===== src/rtl/cpu_types_pkg.sv =====
// -----------------------------------------------------------------------------
// cpu_types_pkg
// Shared CPU-side types used by the memory arbiter and its neighbours.
//   word_t      : 32-bit machine word (addresses and data)
//   ramstate_t  : status reported by the RAM model each cycle
//   arb_state_t : grant state of the memory arbiter
// -----------------------------------------------------------------------------
package cpu_types_pkg;

  typedef logic [31:0] word_t;

  typedef enum logic [1:0] {
    FREE   = 2'd0,
    BUSY   = 2'd1,
    ACCESS = 2'd2,
    ERROR  = 2'd3
  } ramstate_t;

  typedef enum logic [1:0] {
    IDLE   = 2'd0,
    IGRANT = 2'd1,
    DGRANT = 2'd2
  } arb_state_t;

endpackage


===== src/rtl/mem_arbiter.sv =====
// -----------------------------------------------------------------------------
// mem_arbiter
// Single-port arbiter between the icache (read-only), the dcache (read/write)
// and the shared RAM. One requester is granted at a time by a registered FSM;
// the granted request is forwarded to RAM and the winner sees wait low for the
// single cycle in which RAM reports ACCESS.
//
// Ports:
//   CLK, nRST                  clock (rising edge), synchronous active-low reset
//   iREN, iaddr                icache read request and word address
//   iwait, iload               icache wait (low = completing cycle) and data
//   dREN, dWEN, daddr, dstore  dcache read/write request, address, write data
//   dwait, dload               dcache wait (low = completing cycle) and data
//   ramREN, ramWEN             RAM read / write strobes
//   ramaddr, ramstore          RAM address and write data
//   ramload, ramstate          RAM read data and status
//
// Parameter:
//   FAIR_LIMIT  consecutive data grants allowed while an instruction request
//               waits (only meaningful with ARB_FAIR_EN)
//
// Build option:
//   ARB_FAIR_EN  defined   -> bounded data priority via a saturating counter
//                undefined -> strict data priority (icache may starve)
// -----------------------------------------------------------------------------
module mem_arbiter
  import cpu_types_pkg::*;
#(
  parameter int FAIR_LIMIT = 4
) (
  input  logic      CLK,
  input  logic      nRST,
  input  logic      iREN,
  input  word_t     iaddr,
  output logic      iwait,
  output word_t     iload,
  input  logic      dREN,
  input  logic      dWEN,
  input  word_t     daddr,
  input  word_t     dstore,
  output logic      dwait,
  output word_t     dload,
  output logic      ramREN,
  output logic      ramWEN,
  output word_t     ramaddr,
  output word_t     ramstore,
  input  word_t     ramload,
  input  ramstate_t ramstate
);

  arb_state_t r_state;
  arb_state_t w_nextState;
  logic       w_dReq;
  logic       w_access;
  logic       w_fairForceI;

  assign w_dReq   = dREN | dWEN;
  assign w_access = (ramstate == ACCESS);

`ifdef ARB_FAIR_EN
  localparam logic [2:0] FairLimitCnt = 3'(FAIR_LIMIT);
  logic [2:0] r_fairCnt;

  // Once the data side has won FAIR_LIMIT times in a row against a waiting
  // icache request, the next collision goes to the icache instead.
  assign w_fairForceI = iREN && (r_fairCnt == FairLimitCnt);

  // Counter advances only on data grants that beat a pending instruction
  // request, saturates at 7, and clears whenever the icache is granted.
  always_ff @(posedge CLK) begin
    if (!nRST) begin
      r_fairCnt <= 3'd0;
    end else if (r_state == IDLE) begin
      if (w_nextState == DGRANT && iREN && r_fairCnt != 3'd7) begin
        r_fairCnt <= r_fairCnt + 3'd1;
      end else if (w_nextState == IGRANT) begin
        r_fairCnt <= 3'd0;
      end
    end
  end
`else
  assign w_fairForceI = 1'b0;
`endif

  // Grant state register.
  always_ff @(posedge CLK) begin
    if (!nRST) begin
      r_state <= IDLE;
    end else begin
      r_state <= w_nextState;
    end
  end

  // Next-state and output decode. Outputs depend only on the current grant
  // and live inputs, so a dropped request removes its strobes in the same
  // cycle and a completing ACCESS lowers wait in the same cycle. Wait is
  // gated by the request so an abort never produces a wait-low pulse.
  always_comb begin
    w_nextState = r_state;
    iwait       = 1'b1;
    dwait       = 1'b1;
    iload       = '0;
    dload       = '0;
    ramREN      = 1'b0;
    ramWEN      = 1'b0;
    ramaddr     = '0;
    ramstore    = '0;

    case (r_state)
      IDLE: begin
        if (w_dReq && !w_fairForceI) begin
          w_nextState = DGRANT;
        end else if (iREN) begin
          w_nextState = IGRANT;
        end
      end

      DGRANT: begin
        ramaddr  = daddr;
        ramstore = dstore;
        ramWEN   = dWEN;
        ramREN   = dREN & ~dWEN;
        dload    = ramload;
        dwait    = ~(w_access & w_dReq);
        if (w_access || !w_dReq) begin
          w_nextState = IDLE;
        end
      end

      IGRANT: begin
        ramaddr = iaddr;
        ramREN  = iREN;
        iload   = ramload;
        iwait   = ~(w_access & iREN);
        if (w_access || !iREN) begin
          w_nextState = IDLE;
        end
      end

      default: begin
        w_nextState = IDLE;
      end
    endcase
  end

endmodule


===== config.mk =====
export PLATFORM = sky130hd
export DESIGN_NAME = mem_arbiter
export DESIGN_NICKNAME = d
export VERILOG_FILES = /design/src/rtl/cpu_types_pkg.sv /design/src/rtl/mem_arbiter.sv
export SDC_FILE = /design/constraint.sdc
export NUM_CORES = 1
export LEC_CHECK = 0
export CAP_MARGIN = 20
export CORE_AREA = 3 3 101 103
export CTS_CLUSTER_DIAMETER = 80
export DETAILED_ROUTE_END_ITERATION = 8
export DIE_AREA = 0 0 104 106
export HOLD_SLACK_MARGIN = 0.05
export PLACE_DENSITY = 0.73
export SYNTH_ARGS = -nofsm -noshare
export SYNTH_HDL_FRONTEND = slang
export SYNTH_SLANG_ARGS = --single-unit

===== constraint.sdc =====
create_clock -name CLK -period 1.75 [get_ports CLK]
set_input_delay 0.35 -clock CLK [delete_from_list [all_inputs] [get_ports CLK]]
set_output_delay 0.35 -clock CLK [all_outputs]
set_load 0.01 [all_outputs]

==> out/metrics.yaml <==
status: "finished, violations left"
failed_checks: "setup timing"
largest_reg_flops: 2
rsz0062_at_grt: "yes"
synth-async-reset-ratio_pct: 0
start_kind: "flop"
hp-start: "r_state[0]$_SDFFE_PN0P_"
worst-path-max-fanout: 7
grt_usage_pct: 18.4
synth_area_um2: 1400
portBuffers: 266
crit_required_ps: 1400
synth.distinct_cells: 23
cts_hold_buf: 0
wl_per_cell_um: 17.5
arrival_ps: 1550
setup_slack_ps: -146
top_register: "r_state"
path_class: "flop to output pin"
grt_first_pass_wirelength_um: 16100
use_met1_pct: 18.8
vias: 2756
dieArea_um2: 11000
worst_pin_slew_ps: 245
holdPathStages: 2
nets: 655
ant_nets: 0
clock-sinks: 2
synth_edf_count: 0
clk_pin_slew_ps: 30
pin_count: 267
rr_endpoint: "r_state[1]$_SDFFE_PN0P_"
cpPeakStageDelay_ps: 370
peakVddDrop_uv: 208
ff2ff_setup_slack_ps: 270
seq_area_frac_synth_pct: 2.87
instances_no_fill: 643
gr-total-overflow: 0
min_period_ps: 1900
drc: 0
h-tree-depth: 1
dp.cells: 598
max_cap_violations: 0
met2_usage_pct: 35.6
wl_um: 11300
grt_max_degree: 19
die_w_um: 104
clock_latency_ps: 220
antennaDiodeCount: 0
grt_pass1_vias: 2937
cts.path.max_buffers: 2
nFillCells: 859
setup_violations: 51
final_cell_mix: "clkdlybuf4s50_1 (133), buf_2 (87), and2_1 (60), buf_6 (55), and2_4 (37)"
final_common_cell: "clkdlybuf4s50_1"
whs_ps: 652
path_cells: "inv_4 -> ha_4 -> buf_6 -> buf_16 -> buf_12 -> a22oi_2 -> nor2b_1 -> buf_2"
antenna_found_initial: 0
ys.flop_type: "dfxtp_1"
synth_warnings: 0
syn_avg_cell_area_um2: 6.55
top_usage_layer: "met2"
cts-root-buf: "clkbuf_8"
postSynthNetCount: 352
ff2ff_path_depth: 7
hold_end: "r_state[0]$_SDFFE_PN0P_"
dr.pass1.iters: 4
powerDensity_nw_per_um2: 513
max_clock_freq_mhz: 527
core_area_um2: 9280
slew_headroom_pct: 83.6
p_leak_nw: 2.25
netlist_instances: 213
hp-class: "flop to flop"
hpwl_um: 7570
worstReg2RegStart: "r_state[1]$_SDFFE_PN0P_"
top_regs: "r_state (2)"
cts_buffers: 3
slew_viol_final: 0
vias_per_cell: 4.29
start_util_pct: 15.0
cp_slowest_cell: "dfxtp_4"
syn_to_final_growth_pct: 255
first_iter_violations: 97
ys_ff_latch: 2
hold_viol: 0
cts_tree: "yes"
endpoint_kind: "output pin"
crit_start: "r_state[1]$_SDFFE_PN0P_"
period_share_pct: 108
row_count: 35
gp_congestion: 0.770
fin_skew_ps: 6.67
fp.dieH_um: 106
met3_usage_pct: 5.95
drive_above_1_share_pct: 54.1
## worst max-delay path, delay by kind of cell (launching register included)
family | cells | cell delay [ps]
adders and majority gates | 1 | 180
AOI/OAI and AO/OA | 1 | 140
DFF | 1 | 370
and+or+nand+nor | 1 | 60
buffers and inverters | 5 | 580
## stage by stage
step,setup TNS (ps),setup slack [ps],utilization (%),cell area [um^2],total power [mW]
floorplan,0,185,-,1400,0.668
global placement,-27740,-458,45.8,4260,1.61
detailed placement,-30340,-455,45.8,4260,1.62
CTS,-5020,-169,48.9,4540,2.25
global route,-6640,-189,53.4,4960,2.69
finish,-3320,-146,53.4,4960,2.54
## cell usage after synthesis (2+ instances only)
library cell  number  area share, %
a311oi_1           2            1.3
dfxtp_1            2            2.9
clkbuf_1          13            3.5
buf_2              6            2.2
nand2_1            5            1.3
inv_1              3           0.81
buf_4              2            1.1
a22oi_1           32             17
and2_1            97             43
nand3_1            3            1.1
nor2b_1           33             15
ha_1               4            3.6
## routing by layer
layer  up-vias  share of wire (%)
met1      1271                 36
met2       165                 53
met5         -                  0
met4         0                1.4
li1       1310                  -
met3        10                9.5
## logic make-up (layout without fill, tap and decap cells)
family / Yosys count / after routing / share of synthesized area, %
buffers and inverters: 25 / 326 / 8.61
AO/OA/AOI/OAI: 37 / 37 / 20.1
adder cells (fa/ha/maj): 4 / 4 / 3.59
flip-flops: 2 / 2 / 2.87
AND/OR/NAND/NOR: 145 / 145 / 64.8
## layout make-up
| cell class | instances | area (um^2) | share of cell area (%) |
|---|---|---|---|
| well taps | 129 | 161 | 3.26 |
| inverters | 3 | 16.3 | 0.328 |
| clock buffers | 3 | 41.3 | 0.833 |
| flip-flops and latches | 2 | 47.5 | 0.959 |
| repair buffers | 320 | 3110 | 62.8 |
| multi-input cells | 186 | 1580 | 31.8 |
## worst max-delay path by stage
stage / to / slack [ps]
after detailed placement: ramREN / -450
after global placement: ramREN / -460
after global routing: ramstore[23] / -190
after floorplan: ramWEN / 180
after CTS: ramaddr[23] / -170
final: ramaddr[23] / -150
## repair_timing
action                                  in CTS  in global routing
resized for setup                          589                125
endpoints found under the setup margin     132                129
gates cloned                                10                  4
buffers inserted                            25                  9
pin swaps                                    7                 33
endpoints found under the hold margin        0                  0
## where the power goes
group | switching (mW) | internal, mW
combinational | 0.863 | 1.43
sequential | 0.0124 | 0.0541
clock | 0.0393 | 0.146
Power figures use the tool's default switching activity.
==> RTL change 1 (same flow settings) <==
The 3 states of `arb_state_t` get a one-hot encoding in 3 bits.
--- a/src/rtl/cpu_types_pkg.sv
+++ b/src/rtl/cpu_types_pkg.sv
@@ -16,10 +16,10 @@
     ERROR  = 2'd3
   } ramstate_t;
 
-  typedef enum logic [1:0] {
-    IDLE   = 2'd0,
-    IGRANT = 2'd1,
-    DGRANT = 2'd2
+  typedef enum logic [2:0] {
+    IDLE   = 3'b001,
+    IGRANT = 3'b010,
+    DGRANT = 3'b100
   } arb_state_t;
 
 endpackage
Function: same outputs for any inputs over 10 cycles, from zero or initial values and one cycle with nRST low; not proved beyond that.
==> RTL change 1 against the unedited design <==
- the run still ends with setup timing left
- final cell count fell by 5.1%
- sequential share of layout area rose by 0.48 points
- worst hold slack worse by 0.10 ns
- non-clock buffer count did not move
- sequential cell count up 1
- area after synthesis fell by 14%
- via count decreased by 6.8%
- wire length rose by 2.6%
- setup slack gained 0.022 ns
- final area decreased by 6.8%
- critical endpoint is now dload[9]
- largest cell class unchanged
Power is not compared: it rests on default switching activity, and its combinational part moved more than twofold at a synthesized area within 25%.
==> RTL change 1: results (changes against the unedited design) <==
| Metric | Value |
|---|---|
| Total routed wirelength | `11600 um (was 11300 um)` |
| Synth top cells by count | `97 x and2_1, 32 x a22o_1, 9 x clkbuf_1 (was 97 x and2_1, 33 x nor2b_1, 32 x a22oi_1)` |
| Largest net degree at the start of global routing | `18 (was 19)` |
| Vias in the first global route | `2772 (was 2937)` |
| Syn_nets | `309 (was 352)` |
| Placement Cell Area | `4070 sq um (was 4260 sq um)` |
| Crit-path max cell delay | `0.34 ns (was 0.37 ns)` |
| GR Util All Layers | `19.3% (was 18.4%)` |
| Setup slack after layout | `-0.125 ns (was -0.146 ns)` |
| Failing checks | `setup timing (unchanged)` |
| Distinct cells, synth | `28 (was 23)` |
| First-pass GRT wire length | `16400 um (was 16100 um)` |
| Initial antenna violation count | `1 (was 0)` |
| Worst-case clock skew | `0.00218 ns (was 0.00667 ns)` |
| Worst Hold Launch | `r_state[2] (was r_state[0])` |
| Seq/Total Area, Yosys | `4.98% (was 2.87%)` |
| Vias | `2568 (was 2756)` |
| GP Congestion | `0.939 (was 0.770)` |
| Relative slew slack | `73.8% (was 83.6%)` |
| Crit path arrival time | `1.52 ns (was 1.55 ns)` |
| HPWL Detailed | `8160 um (was 7570 um)` |
| Top Registers | `r_state x3 (was r_state x2)` |
| Final setup vio count | `92 (was 51)` |
| Place WS | `-0.304 ns (was -0.455 ns)` |
| Setup_tns | `-5.05 ns (was -3.32 ns)` |
| Final net count | `616 (was 655)` |
| Status | `complete, but fails checks (unchanged)` |
==> RTL change 1: layer usage <==
metal	track usage (%)	wire length [um]
met2	36.4	6040
met1	20.7	4210
met3	7.35	1160
met5	0	13
met4	3.04	134
==> RTL change 1: worst paths after layout <==
| kind | depth (start not counted) | slack, ns | end |
|---|---|---|---|
| max | 7 | -0.12 | dload[9] |
| min | 2 | 0.55 | r_state[1] |
| max reg2reg | 9 | 0.18 | r_state[2] |
| min reg2reg | 2 | 0.55 | r_state[1] |
==> RTL change 1: power by group through the flow <==
| stage | Combinational, uW | Sequential [uW] | Clock, uW |
|---|---|---|---|
| after global routing | 1090 | 89.9 | 219 |
| after global placement | 780 | 85.3 | 0 |
| after CTS | 975 | 88.3 | 205 |
| after detailed placement | 790 | 86.1 | 0 |
| after floorplan | 218 | 86.3 | 0 |
| final | 1030 | 88.0 | 198 |
==> RTL change 1: layout make-up <==
class / instances / area, sq um
inverter: 3 / 11.3
multi-input combinational: 150 / 1190
clock buffer: 4 / 45.0
timing repair buffer: 320 / 3140
tap: 129 / 161
antenna: 1 / 2.50
sequential: 3 / 66.3
fill: 912 / 4670
==> RTL change 1: cell families (layout without fill, tap and decap cells) <==
kind of cell    after synthesis  in the layout  share of synthesized area (%)
simple gates                112            112                           59.6
buf+inv                      21            327                           8.41
compound gates               37             37                           26.2
flops                         3              3                           4.98
other cells                   0              1                              0
mux                           1              1                          0.831
==> RTL change 1: stage by stage <==
stage	instances	total power, uW	util [%]	hold WS [ns]
final	610	1320	49.7	0.552
after global routing	609	1400	49.7	0.576
after CTS	607	1270	47.7	0.553
after detailed placement	564	876	43.9	0.562
after global placement	564	866	43.9	0.546
after floorplan	174	305	-	0.424
==> RTL change 1: tightest hold or removal path, cell delays in order (launching register included) <==
cell      delay [ns]
dfxtp_2         0.32
buf_4           0.12
nor4bb_1        0.06
==> RTL change 1: timing repair <==
| item | in CTS | in global routing |
|---|---|---|
| gates cloned | 12 | 2 |
| buffers inserted | 27 | 8 |
| endpoints found under the setup margin | 132 | 131 |
| pin swaps | 40 | 34 |
| resized for setup | 575 | 99 |
==> RTL change 2 (same settings) <==
Made on the original files. Build with the macro `ARB_FAIR_EN` defined.
--- a/src/rtl/mem_arbiter.sv
+++ b/src/rtl/mem_arbiter.sv
@@ -23,6 +23,8 @@
 //   ARB_FAIR_EN  defined   -> bounded data priority via a saturating counter
 //                undefined -> strict data priority (icache may starve)
 // -----------------------------------------------------------------------------
+`define ARB_FAIR_EN
+
 module mem_arbiter
   import cpu_types_pkg::*;
 #(
Check against the original RTL: not equivalent (Yosys sat finds a counterexample within 10 cycles, from zero or initial values and one cycle with nRST low).
==> RTL change 2 against the unedited design <==
- the run still ends with setup timing left
- area after synthesis is 14% higher
- sequential cell count up 3
- final area is 11% higher
- wire length rose by 13%
- setup slack worse by 0.016 ns
- power grew 1.1%
- die area stayed put
- clock power is 18% higher
- critical path type is now reg2reg
==> RTL change 2: results (changes against the unedited design) <==
| Metric | Value |
|---|---|
| Status | `complete, but fails checks (unchanged)` |
| Failing checks | `setup timing (unchanged)` |
| Placed Cells | `630 (was 598)` |
| Sequential cell area | `108 sq um (was 47.5 sq um)` |
| Clock power frac | `8.5% (was 7.3%)` |
| Fill cells | `856 (was 859)` |
| Largest net degree at the start of global routing | `33 (was 19)` |
| Sink Count | `5 (was 2)` |
| Max VDD drop | `448 uV (was 208 uV)` |
| Seq/Total Area, Yosys | `6.28% (was 2.87%)` |
| Nonclk buf count | `322 (was 320)` |
| Top Registers | `r_fairCnt x3, r_state x2 (was r_state x2)` |
| Worst Hold Launch | `r_fairCnt[1] (was r_state[0])` |
| First-pass GRT wire length | `17400 um (was 16100 um)` |
| Worst-case clock skew | `0.00422 ns (was 0.00667 ns)` |
| Footprint of the multi-input gates | `1860 sq um (was 1580 sq um)` |
| # clk buffers | `4 (was 3)` |
| Initial DRC count | `45 (was 97)` |
| Crit path arrival time | `2.02 ns (was 1.55 ns)` |
| Layout cell share with drive strength beyond 1 | `57.0% (was 54.1%)` |
| Worst R2R Path Depth | `10 (was 7)` |
| Logic inverters | `6 (was 3)` |
| Placement Cell Area | `4590 sq um (was 4260 sq um)` |
| Detailed-route wire length per cell | `19.1 um (was 17.5 um)` |
| Leakage | `0.00243 uW (was 0.00225 uW)` |
| Vias in the first global route | `3084 (was 2937)` |
| GP Congestion | `0.807 (was 0.770)` |
| Post-CTS sizing | `625 (was 589)` |
| HPWL Detailed | `8850 um (was 7570 um)` |
| Hold EP | `r_fairCnt[1] (was r_state[0])` |
| Final setup vio count | `72 (was 51)` |
| Min Hold Slack | `0.547 ns (was 0.652 ns)` |
| Area contributors post-synth | `and2_1 38%, a22oi_1 15%, nor2b_1 13% (was and2_1 43%, a22oi_1 17%, nor2b_1 15%)` |
| Switching Fraction | `34.7% (was 36.0%)` |
| Worst setup path end | `r_fairCnt[2] (was ramaddr[23])` |
| Initial antenna violation count | `1 (was 0)` |
| Mux share of post-synthesis cell area | `0% (unchanged)` |
| Final net count | `682 (was 655)` |
| Reg-to-reg startpoint | `r_state[1] (unchanged)` |
| Signal buf overhead | `59.9% (was 62.8%)` |
| Clock network area share | `0.821% (was 0.833%)` |
| Distinct cells, synth | `35 (was 23)` |
| Setup slack after layout | `-0.163 ns (was -0.146 ns)` |
| Hold path depth | `1 (was 2)` |
| Share of power burned in registers | `5.5% (was 2.6%)` |
| Multi-input gates | `202 (was 186)` |
| GR Util All Layers | `20.0% (was 18.4%)` |
| Post-synthesis compound-gate area fraction | `24.5% (was 20.1%)` |
| Pwr Density | `468 nW/um^2 (was 513 nW/um^2)` |
| Mapped Avg Cell Area | `6.81 sq um (was 6.55 sq um)` |
| Total routed wirelength | `12800 um (was 11300 um)` |
| Synth Area in Adders | `5.50% (was 3.59%)` |
| Syn_nets | `376 (was 352)` |
==> RTL change 2: cell types whose count changed in the layout (fill, tap and decap cells not counted), moves of 3 or more <==
cell	before	now
buf_6	55	83
buf_2	87	63
and2_1	60	42
and2_4	37	55
nor2b_4	2	14
nor2b_1	26	16
a22oi_1	3	8
a22oi_2	29	24
ha_1	0	4
buf_12	9	12
dfxtp_1	0	3
inv_1	1	4
nand2_1	3	0
==> RTL change 2: critical path: stages, from the launching register on <==
cell,delay (ns)
dfxtp_4,0.37
inv_4,0.06
ha_4,0.17
buf_6,0.14
buf_6,0.12
nand2_4,0.06
buf_6,0.09
a21oi_4,0.06
o21a_1,0.18
o31a_1,0.28
a32o_1,0.27
==> RTL change 2: metal layers <==
metal  wire length (um)  vias up  GRT usage [%]
met5                 20        -              0
met4                222        2           3.80
met3                882       18           4.80
met2               6850      159           39.0
met1               4800     1383           21.9
li1                   -     1401              -
